--- src/rtl/bus_xfer_ctrl.sv ---
// bus_xfer_ctrl: sequencer for the shared 16-bit register bus.
// Accepts MOVE / INC / MOVE_INC / NOP commands through a 2-entry FIFO and drives
// registered one-hot strobes to the bus-attached registers.
// Ports:
//   clk, RSTN                       clock, asynchronous active-low reset
//   req_valid/req_ready             command handshake
//   req_op/req_src/req_dst/req_tag  command fields
//   LDBUS, WR, INC                  one-hot per-register strobes (flop outputs)
//   busy                            FSM active or commands queued
//   done, done_tag, err             completion pulse, its tag, index-error flag
module bus_xfer_ctrl #(
    parameter int unsigned NREG = 8,
    parameter int unsigned IW   = 3,
    parameter int unsigned TW   = 4
) (
    input  logic            clk,
    input  logic            RSTN,
    input  logic            req_valid,
    output logic            req_ready,
    input  logic [1:0]      req_op,
    input  logic [IW-1:0]   req_src,
    input  logic [IW-1:0]   req_dst,
    input  logic [TW-1:0]   req_tag,
    output logic [NREG-1:0] LDBUS,
    output logic [NREG-1:0] WR,
    output logic [NREG-1:0] INC,
    output logic            busy,
    output logic            done,
    output logic [TW-1:0]   done_tag,
    output logic            err
);

    localparam logic [1:0] OpMove    = 2'b00;
    localparam logic [1:0] OpInc     = 2'b01;
    localparam logic [1:0] OpMoveInc = 2'b10;
    localparam logic [1:0] OpNop     = 2'b11;

    typedef struct packed {
        logic [1:0]    op;
        logic [IW-1:0] src;
        logic [IW-1:0] dst;
        logic [TW-1:0] tag;
    } cmd_t;

    typedef enum logic [1:0] {StIdle, StXfer, StIncr} state_e;

    function automatic logic [NREG-1:0] onehot(input logic [IW-1:0] idx);
        return NREG'(1) << idx;
    endfunction

    function automatic logic idx_ok(input logic [IW-1:0] idx);
        return 32'(idx) < NREG;
    endfunction

    // ---------------- command FIFO ----------------
    cmd_t       fifo_q [2];
    cmd_t       fifo_d [2];
    logic       wptr_q, wptr_d, rptr_q, rptr_d;
    logic [1:0] cnt_q, cnt_d;
    logic       full, empty, push, pop;
    cmd_t       head;

    state_e state_q, state_d;

    assign full      = (cnt_q == 2'd2);
    assign empty     = (cnt_q == 2'd0);
    assign req_ready = !full;
    // Push is gated on !full alone, so a same-cycle pop never frees a slot early.
    assign push      = req_valid && !full;
    assign pop       = (state_q == StIdle) && !empty;
    assign head      = fifo_q[rptr_q];

    always_comb begin
        fifo_d = fifo_q;
        wptr_d = wptr_q;
        rptr_d = rptr_q;
        if (push) begin
            fifo_d[wptr_q] = '{op: req_op, src: req_src, dst: req_dst, tag: req_tag};
            wptr_d         = !wptr_q;
        end
        if (pop) begin
            rptr_d = !rptr_q;
        end
        cnt_d = cnt_q + {1'b0, push} - {1'b0, pop};
    end

    always_ff @(posedge clk) begin
        fifo_q <= fifo_d;
    end

    // Head rejected when any index it uses falls outside the register file.
    logic head_bad, head_noact;
    assign head_bad   = (head.op != OpNop) &&
                        (!idx_ok(head.dst) ||
                         (((head.op == OpMove) || (head.op == OpMoveInc)) && !idx_ok(head.src)));
    assign head_noact = (head.op == OpNop) || head_bad;

    // ---------------- current command ----------------
    logic [1:0]    cur_op_q, cur_op_d;
    logic [IW-1:0] cur_src_q, cur_src_d;
    logic [TW-1:0] cur_tag_q, cur_tag_d;

    // ---------------- registered outputs ----------------
    logic [NREG-1:0] ldbus_q, ldbus_d, wr_q, wr_d, inc_q, inc_d;
    logic            done_q, done_d, err_q, err_d;
    logic [TW-1:0]   done_tag_q, done_tag_d;

    // State register (plus everything else that resets)
    always_ff @(posedge clk or negedge RSTN) begin
        if (!RSTN) begin
            state_q    <= StIdle;
            wptr_q     <= 1'b0;
            rptr_q     <= 1'b0;
            cnt_q      <= 2'd0;
            cur_op_q   <= OpNop;
            cur_src_q  <= '0;
            cur_tag_q  <= '0;
            ldbus_q    <= '0;
            wr_q       <= '0;
            inc_q      <= '0;
            done_q     <= 1'b0;
            err_q      <= 1'b0;
            done_tag_q <= '0;
        end else begin
            state_q    <= state_d;
            wptr_q     <= wptr_d;
            rptr_q     <= rptr_d;
            cnt_q      <= cnt_d;
            cur_op_q   <= cur_op_d;
            cur_src_q  <= cur_src_d;
            cur_tag_q  <= cur_tag_d;
            ldbus_q    <= ldbus_d;
            wr_q       <= wr_d;
            inc_q      <= inc_d;
            done_q     <= done_d;
            err_q      <= err_d;
            done_tag_q <= done_tag_d;
        end
    end

    // Next-state logic
    always_comb begin
        state_d   = state_q;
        cur_op_d  = cur_op_q;
        cur_src_d = cur_src_q;
        cur_tag_d = cur_tag_q;
        unique case (state_q)
            StIdle: begin
                if (pop) begin
                    cur_op_d  = head.op;
                    cur_src_d = head.src;
                    cur_tag_d = head.tag;
                    if (head_noact)              state_d = StIdle;
                    else if (head.op == OpInc)   state_d = StIncr;
                    else                         state_d = StXfer;
                end
            end
            StXfer:  state_d = (cur_op_q == OpMoveInc) ? StIncr : StIdle;
            StIncr:  state_d = StIdle;
            default: state_d = StIdle;
        endcase
    end

    // Output logic: strobes for the state being entered, registered at the edge
    always_comb begin
        ldbus_d    = '0;
        wr_d       = '0;
        inc_d      = '0;
        done_d     = 1'b0;
        err_d      = 1'b0;
        done_tag_d = done_tag_q;
        unique case (state_q)
            StIdle: begin
                if (pop) begin
                    if (head_noact) begin
                        done_d     = 1'b1;
                        err_d      = head_bad;
                        done_tag_d = head.tag;
                    end else if (head.op == OpInc) begin
                        inc_d = onehot(head.dst);
                    end else begin
                        ldbus_d = onehot(head.src);
                        wr_d    = onehot(head.dst);
                    end
                end
            end
            StXfer: begin
                if (cur_op_q == OpMoveInc) begin
                    // Post-increment of the source, one cycle after its write.
                    inc_d = onehot(cur_src_q);
                end else begin
                    done_d     = 1'b1;
                    done_tag_d = cur_tag_q;
                end
            end
            StIncr: begin
                done_d     = 1'b1;
                done_tag_d = cur_tag_q;
            end
            default: ;
        endcase
    end

    assign LDBUS    = ldbus_q;
    assign WR       = wr_q;
    assign INC      = inc_q;
    assign done     = done_q;
    assign err      = err_q;
    assign done_tag = done_tag_q;
    assign busy     = (state_q != StIdle) || !empty;

endmodule

--- config.mk ---
export PLATFORM = sky130hd
export DESIGN_NAME = bus_xfer_ctrl
export DESIGN_NICKNAME = d
export VERILOG_FILES = /design/src/rtl/bus_xfer_ctrl.sv
export SDC_FILE = /design/constraint.sdc
export NUM_CORES = 1
export LEC_CHECK = 0
export CORE_UTILIZATION = 35
export CTS_CLUSTER_SIZE = 16
export DETAILED_ROUTE_END_ITERATION = 8
export PLACE_DENSITY = 0.62
export SETUP_SLACK_MARGIN = 0.05
export SYNTH_ARGS = -nofsm -noshare
export SYNTH_HDL_FRONTEND = slang
export SYNTH_SLANG_ARGS = --single-unit
export TNS_END_PERCENT = 50
--- constraint.sdc ---
create_clock -name clk -period 3.5 [get_ports clk]
set_clock_uncertainty 0.2 [all_clocks]
set_input_delay 0.35 -clock clk [delete_from_list [all_inputs] [get_ports clk]]
set_output_delay 0.35 -clock clk [all_outputs]
set_load 0.02 [all_outputs]
==> impl_metrics.tcl, run 1 <==
set metrics [dict create \
    register_to_register_path_setup_slack_ns 1.17 \
    yosys_warning_total 0 \
    final-setup-viol-count 0 \
    clock_path_buffers 2 \
    hold_viol 0 \
    worstPathMaxFanout 5 \
    post_synth_instance_area_um2 2740 \
    seq_power_share 0.426 \
    drcViolationCount 0 \
    maxSlewHeadroom 0.372 \
    cts.repair_timing.setup_buffer_count 0 \
    grt_antenna_before_repair 0 \
    number_of_cells_produced_by_synthesis 211 \
    synthesized_area_per_cell_um2 13.0 \
    worst_pin_slew_ns 0.943 \
    synth_top_area_cell "sky130_fd_sc_hd__dfrtp_1" \
    die_area_um2 8170 \
    rows 31 \
    ioPinCount 47 \
    sw_share 0.351 \
    post-route-period-util 0.671 \
    io_buffer_count 45 \
    fin_tns_setup_ns 0 \
    syn_nets 232 \
    drive_above_1_share 0.119 \
    worstPathArrival_ns 1.80 \
    power_mw 2.89 \
    pwr_density_cell_nw_per_um2 833 \
    final_nets 286 \
    global_route_wire_length_before_repair_um 8220 \
    maximum_number_of_pins_on_one_net_before_global_route_repair 45 \
    timing.hold.worst.class "reg2reg" \
    wl_um 4690 \
    grt_overflow_total 0 \
    residual_antenna_violating_net_count_after_detailed_routing 0 \
    crit_required_ns 2.95 \
    crit-reg2reg-capture "cnt_q[1]$_DFF_PN0_" \
    rsz0062_at_grt "false" \
    vias 1711 \
    clock_buffer_count_from_cts 9 \
    yosysMostFrequentCell "sky130_fd_sc_hd__dfrtp_1" \
    synth.top_cells.by_area "sky130_fd_sc_hd__dfrtp_1 (38%), sky130_fd_sc_hd__edfxtp_1 (26%), sky130_fd_sc_hd__nor2_1 (3.7%), sky130_fd_sc_hd__nand2_1 (3.3%), sky130_fd_sc_hd__ha_1 (2.7%)" \
    die_width_um 90.4 \
    tritoncts "done" \
    worstSetupEndpoint "busy" \
    h_tree_level_count 3 \
    vdd.ir_drop.worst_mv 0.346 \
    floorplan.initialDensity 0.369 \
    die_y_um 90.4 \
    fmax_mhz 426 \
    grt.total_usage 0.130 \
    drt_iter0_markers 47 \
    status "finished clean" \
    ys_top_cells_by_count "sky130_fd_sc_hd__dfrtp_1 (42), sky130_fd_sc_hd__nor2_1 (27), sky130_fd_sc_hd__edfxtp_1 (24), sky130_fd_sc_hd__nand2_1 (24), sky130_fd_sc_hd__o21ai_0 (13)" \
    crit_path_end_kind "output pin" \
    route.detailed.vias_per_inst 4.64 \
    final-max-slew-violation-count 0 \
    post-route-min-period_ns 2.35 \
    p_sw_mw 1.01 \
    post_cts_resized 0 \
    netlist-cell-type-count 36 \
    combinational_group_share_of_total_power 0.367 \
    ys.flop_type "sky130_fd_sc_hd__dfrtp_1" \
    cts.clk_slew.worst_paths_ns 0.07 \
    core-area_um2 7410 \
    internal-power_mw 1.87 \
    cts-root-buf "sky130_fd_sc_hd__clkbuf_8" \
    num_antenna_cells 0 \
    gpl.final_weighted_congestion 0.732 \
    cts_hold_buffers 1 \
    asyncSetResetFlopFracSynth 0.647 \
    insertion_delay_ns 0.33 \
    detail_placement_hpwl_um 3360 \
    worstSetupStartpoint "state_q[1]$_DFFE_PN0N_" \
    detail_route.first_pass.iterations 4 \
    synth_largest_type_area_fraction 0.384 \
    power_frac_clock 0.207 \
    start_kind "flop" \
    crit_type "reg2out" \
    wire_per_inst_um 12.7 \
    yosys_register_bits 68 \
    cap_viol_max_count 0 \
    number_of_clock_sinks 68 \
    synth_seq_area_share 0.667 \
    number_of_synthesized_flops_with_an_enable_pin 24 \
    p_leak_nw 1.41 \
    r2r-start "cnt_q[1]$_DFF_PN0_" \
    syn_to_final_growth_pct 26.7 \
    grt_pass1_vias 1744 \
    reg2regPathDepth 7 \
]
## worst min path at each step
stage                             start                        to  slack (ns)  cells after the start
2_1_floorplan                      RSTN          INC[0]$_DFF_PN0_       -0.15                      0
3_3_place_gp   cur_tag_q[2]$_DFFE_PN0P_  cur_tag_q[2]$_DFFE_PN0P_        0.26                      2
3_5_place_dp   cur_tag_q[3]$_DFFE_PN0P_  cur_tag_q[3]$_DFFE_PN0P_        0.27                      2
4_1_cts        cur_tag_q[3]$_DFFE_PN0P_  cur_tag_q[3]$_DFFE_PN0P_        0.29                      2
5_1_grt         cur_op_q[0]$_DFFE_PN1P_   cur_op_q[0]$_DFFE_PN1P_        0.31                      2
6_report       cur_tag_q[3]$_DFFE_PN0P_  cur_tag_q[3]$_DFFE_PN0P_        0.29                      2
## layout by cell type (no fill, tap or decap), drive strengths merged
cell	Yosys	layout
mux2i	9	9
o211ai	1	1
o32ai	2	2
and3b	1	1
bufinv	0	1
a32oi	3	3
conb	1	1
dfstp	2	2
clkinvlp	0	1
ha	6	6
inv	8	9
o21ai	14	14
clkbuf	0	11
a221oi	1	1
a22oi	1	1
nand2b	6	6
a31oi	2	2
dlygate4sd3	0	1
and2	1	1
mux2	6	6
buf	5	3
xnor2	4	4
nand3	4	4
dfrtp	42	42
nor2	27	27
o32a	1	1
a21oi	4	4
clkdlybuf4s50	0	44
clkinv	0	2
nor2b	1	1
o22ai	7	7
and3	1	1
nand2	24	24
nor3	3	3
edfxtp	24	24
## cells by family (layout without fill, tap and decap cells)
group,after synthesis,count (layout),share of synthesized area
flops,68,68,0.667
xor+xnor,4,4,0.0128
buf+inv,13,72,0.0288
fa+ha+maj,6,6,0.0274
simple gates,68,68,0.111
other cells,1,1,0.00137
compound gates,36,36,0.0878
mux,15,15,0.0636
## layout make-up
class	count	area (µm²)
tap	99	124
sequential	68	1820
multi-input combinational	130	832
clock inverter	5	53.8
fill	670	3940
timing repair buffer	48	470
clock buffer	11	131
inverter	8	30.0
## critical path, stage by stage, from the launching register on
cell and delay (ns):
sky130_fd_sc_hd__dfrtp_1 0.39, sky130_fd_sc_hd__inv_1 0.09, sky130_fd_sc_hd__ha_1 0.25, sky130_fd_sc_hd__nand2_1 0.13
sky130_fd_sc_hd__clkdlybuf4s50_1 0.62
## registers in the layout (all words and copies together), names as in the netlist
register   count
wptr_q         1
done           1
INC            8
cur_op_q       2
WR             8
state_q        2
rptr_q         1
cur_src_q      3
cnt_q          2
cur_tag_q      4
fifo_q        24
LDBUS          8
done_tag       4
## per-layer routing
metal | part of all wire | vias up | wire, µm | global-route usage
met5 | 0 | - | 0 | 0
met4 | 0.010 | 0 | 47 | 0.0403
met3 | 0.042 | 4 | 199 | 0.0421
met2 | 0.53 | 36 | 2500 | 0.227
met1 | 0.41 | 823 | 1950 | 0.151
li1 | - | 848 | - | -
## per-stage QoR
stage	setup WS [ns]	std cells	area, µm²	util	hold WS [ns]
final	1.15	369	3470	0.468	0.286
after global routing	0.921	369	3470	0.468	0.310
after CTS	1.12	369	3470	0.468	0.286
after detailed placement	1.16	352	3270	0.441	0.271
after global placement	1.22	352	3270	0.441	0.263
after floorplan	1.54	211	2740	-	-0.146
## power groups by stage
| stage | Clock, mW | Combinational [mW] | Sequential (mW) |
|---|---|---|---|
| global placement | 0 | 1.06 | 1.23 |
| CTS | 0.622 | 1.08 | 1.23 |
| finish | 0.598 | 1.06 | 1.23 |
| floorplan | 0 | 0.732 | 1.26 |
| detailed placement | 0 | 1.07 | 1.25 |
| global route | 0.645 | 1.20 | 1.26 |
(Power assumes the default switching activity.)
==> inputs of run 2 (changes only) <==
Settings changed: PLACE_DENSITY 0.62 to 0.64.
Clock period 3.5 ns to 2 ns, I/O delays scaled along.
==> impl_metrics.tcl, run 2 (same netlist as run 1, synthesis figures left out) <==
set metrics [dict create \
    status "finished clean" \
    core-area_um2 7410 \
    post-route-period-util 0.946 \
    global_route_wire_length_before_repair_um 8470 \
    crit_type "reg2reg" \
    leading_cell_types_in_the_layout_fill_and_taps_excluded "sky130_fd_sc_hd__dfrtp_1 (42), sky130_fd_sc_hd__clkdlybuf4s50_1 (42), sky130_fd_sc_hd__nor2_1 (27), sky130_fd_sc_hd__nand2_1 (24), sky130_fd_sc_hd__edfxtp_1 (24)" \
    drt_iter0_markers 64 \
    drive_above_1_share 0.161 \
    largest-register "fifo_q" \
    hold_viol 0 \
    wire_per_inst_um 13.3 \
    pwr_density_cell_nw_per_um2 1480 \
    cp_num_buf_inv 3 \
    cell_area_after_layout_um2 3560 \
    num_antenna_cells 0 \
    fmax_mhz 528 \
    gpl.final_weighted_congestion 0.761 \
    number_of_clock_sinks 68 \
    io_buffer_count 45 \
    crit_path_end_kind "flop" \
    die_width_um 90.4 \
    route.detailed.vias_per_inst 4.77 \
    wl_um 5030 \
    residual_antenna_violating_net_count_after_detailed_routing 0 \
    die_y_um 90.4 \
    timing.hold.worst.class "in2async" \
    fin_tns_setup_ns 0 \
    grt_antenna_before_repair 0 \
    ioPinCount 47 \
    clock_path_buffers 2 \
    detail_route.first_pass.iterations 4 \
    detail_placement_hpwl_um 3590 \
    grt.total_usage 0.135 \
    largest_reg_flops 24 \
    cts-root-buf "sky130_fd_sc_hd__clkbuf_8" \
    maximum_number_of_pins_on_one_net_before_global_route_repair 18 \
    timing.critical_path.cells "inv_1, ha_4, o21ai_2, inv_2, ha_1, inv_1, ha_1, xnor2_2, xnor2_1" \
    grt_pass1_vias 1828 \
    syn_to_final_growth_pct 30.1 \
    start_kind "flop" \
    die_area_um2 8170 \
    max_stage_delay_ns 0.36 \
    vdd.ir_drop.worst_mv 0.525 \
    post_dp_cell_area_um2 3320 \
    clock_buffer_count_from_cts 9 \
    worstPathMaxFanout 5 \
    cts.clk_slew.worst_paths_ns 0.08 \
    worstPathArrival_ns 1.91 \
    tritoncts "done" \
    rsz0062_at_grt "false" \
    final_nets 295 \
    floorplan.initialDensity 0.369 \
    final-max-slew-violation-count 0 \
    grt_overflow_total 0 \
    crit_required_ns 2.02 \
    post-route-min-period_ns 1.89 \
    rows 31 \
    timing.critical_path.max_delay_family "adder cells" \
    cap_viol_max_count 0 \
    final-setup-viol-count 0 \
    vias 1804 \
    cpMaxStageDelayCell "sky130_fd_sc_hd__dfrtp_1" \
    drcViolationCount 0 \
    insertion_delay_ns 0.34 \
    h_tree_level_count 3 \
    p_leak_nw 1.46 \
]
## run 2: cell count changes in the layout (fill, tap and decap cells not counted), moves of 2 or more
cell	previous run	this run
sky130_fd_sc_hd__clkinv_1	0	2
sky130_fd_sc_hd__inv_1	8	6
sky130_fd_sc_hd__clkbuf_1	2	0
sky130_fd_sc_hd__clkdlybuf4s50_1	44	42
sky130_fd_sc_hd__buf_4	2	11
sky130_fd_sc_hd__inv_2	0	2
## run 2: what timing repair did
| action | CTS | global route |
|---|---|---|
| setup endpoints to repair | 3 | 2 |
| hold endpoints to repair | 42 | 0 |
| hold buffers | 1 | 0 |
| gates resized for setup | 3 | 4 |
| setup buffers | 0 | 3 |
## run 2: worst paths after layout
check                                         startpoint                       end  slack [ns]  cells past startpoint
worst max-delay path              state_q[0]$_DFFE_PN0N_        cnt_q[1]$_DFF_PN0_        0.11                      9
worst min-delay path                                RSTN   done_tag[2]$_DFFE_PN0P_        0.08                      2
worst max register to register    state_q[0]$_DFFE_PN0N_        cnt_q[1]$_DFF_PN0_        0.11                      9
worst min register to register  cur_tag_q[3]$_DFFE_PN0P_  cur_tag_q[3]$_DFFE_PN0P_        0.29                      2
max in group asynchronous                           RSTN   cur_op_q[0]$_DFFE_PN1P_        0.92                      3
min in group clk                              req_dst[1]       fifo_q[5]$_DFFE_PP_        0.24                      1
## run 2: stage by stage
step / hold WS (ns) / setup WS [ns] / total power [mW] / cells / utilization
final: 0.0838 / 0.107 / 5.27 / 378 / 0.480
after global routing: 0.113 / 0.0293 / 5.62 / 378 / 0.480
after CTS: 0.0910 / 0.0483 / 5.23 / 375 / 0.475
after detailed placement: -0.0887 / 0.0461 / 4.13 / 358 / 0.448
after global placement: -0.0789 / 0.100 / 4.06 / 358 / 0.448
after floorplan: -0.296 / 0.0695 / 3.50 / 211 / -
## run 2: layout make-up
| cell class | instances | area, µm² |
|---|---|---|
| repair buffers | 57 | 537 |
| fillers | 667 | 3850 |
| multi-input cells | 130 | 852 |
| inverters | 8 | 30.0 |
| clock buffers | 9 | 124 |
| flip-flops and latches | 68 | 1820 |
| well taps | 99 | 124 |
| clock inverters | 7 | 66.3 |
## run 2: worst register-to-register path: cells and delay by family (launching register included)
kind	cells	cell delay (ns)
buf+inv	3	0.22
compound gates	1	0.08
fa+ha+maj	3	0.65
flops	1	0.36
xor+xnor	2	0.26
## run 2: per-layer routing
| layer | track usage | up-vias | wire length [µm] |
|---|---|---|---|
| li1 | - | 869 | - |
| met1 | 0.158 | 872 | 2140 |
| met2 | 0.221 | 52 | 2560 |
| met3 | 0.0345 | 11 | 227 |
| met4 | 0.0847 | 0 | 109 |
| met5 | 0 | - | 0 |
## run 2: where the power goes
| group | switching (mW) | internal, mW |
|---|---|---|
| sequential | 0.241 | 1.87 |
| combinational | 1.11 | 0.957 |
| clock | 0.521 | 0.569 |
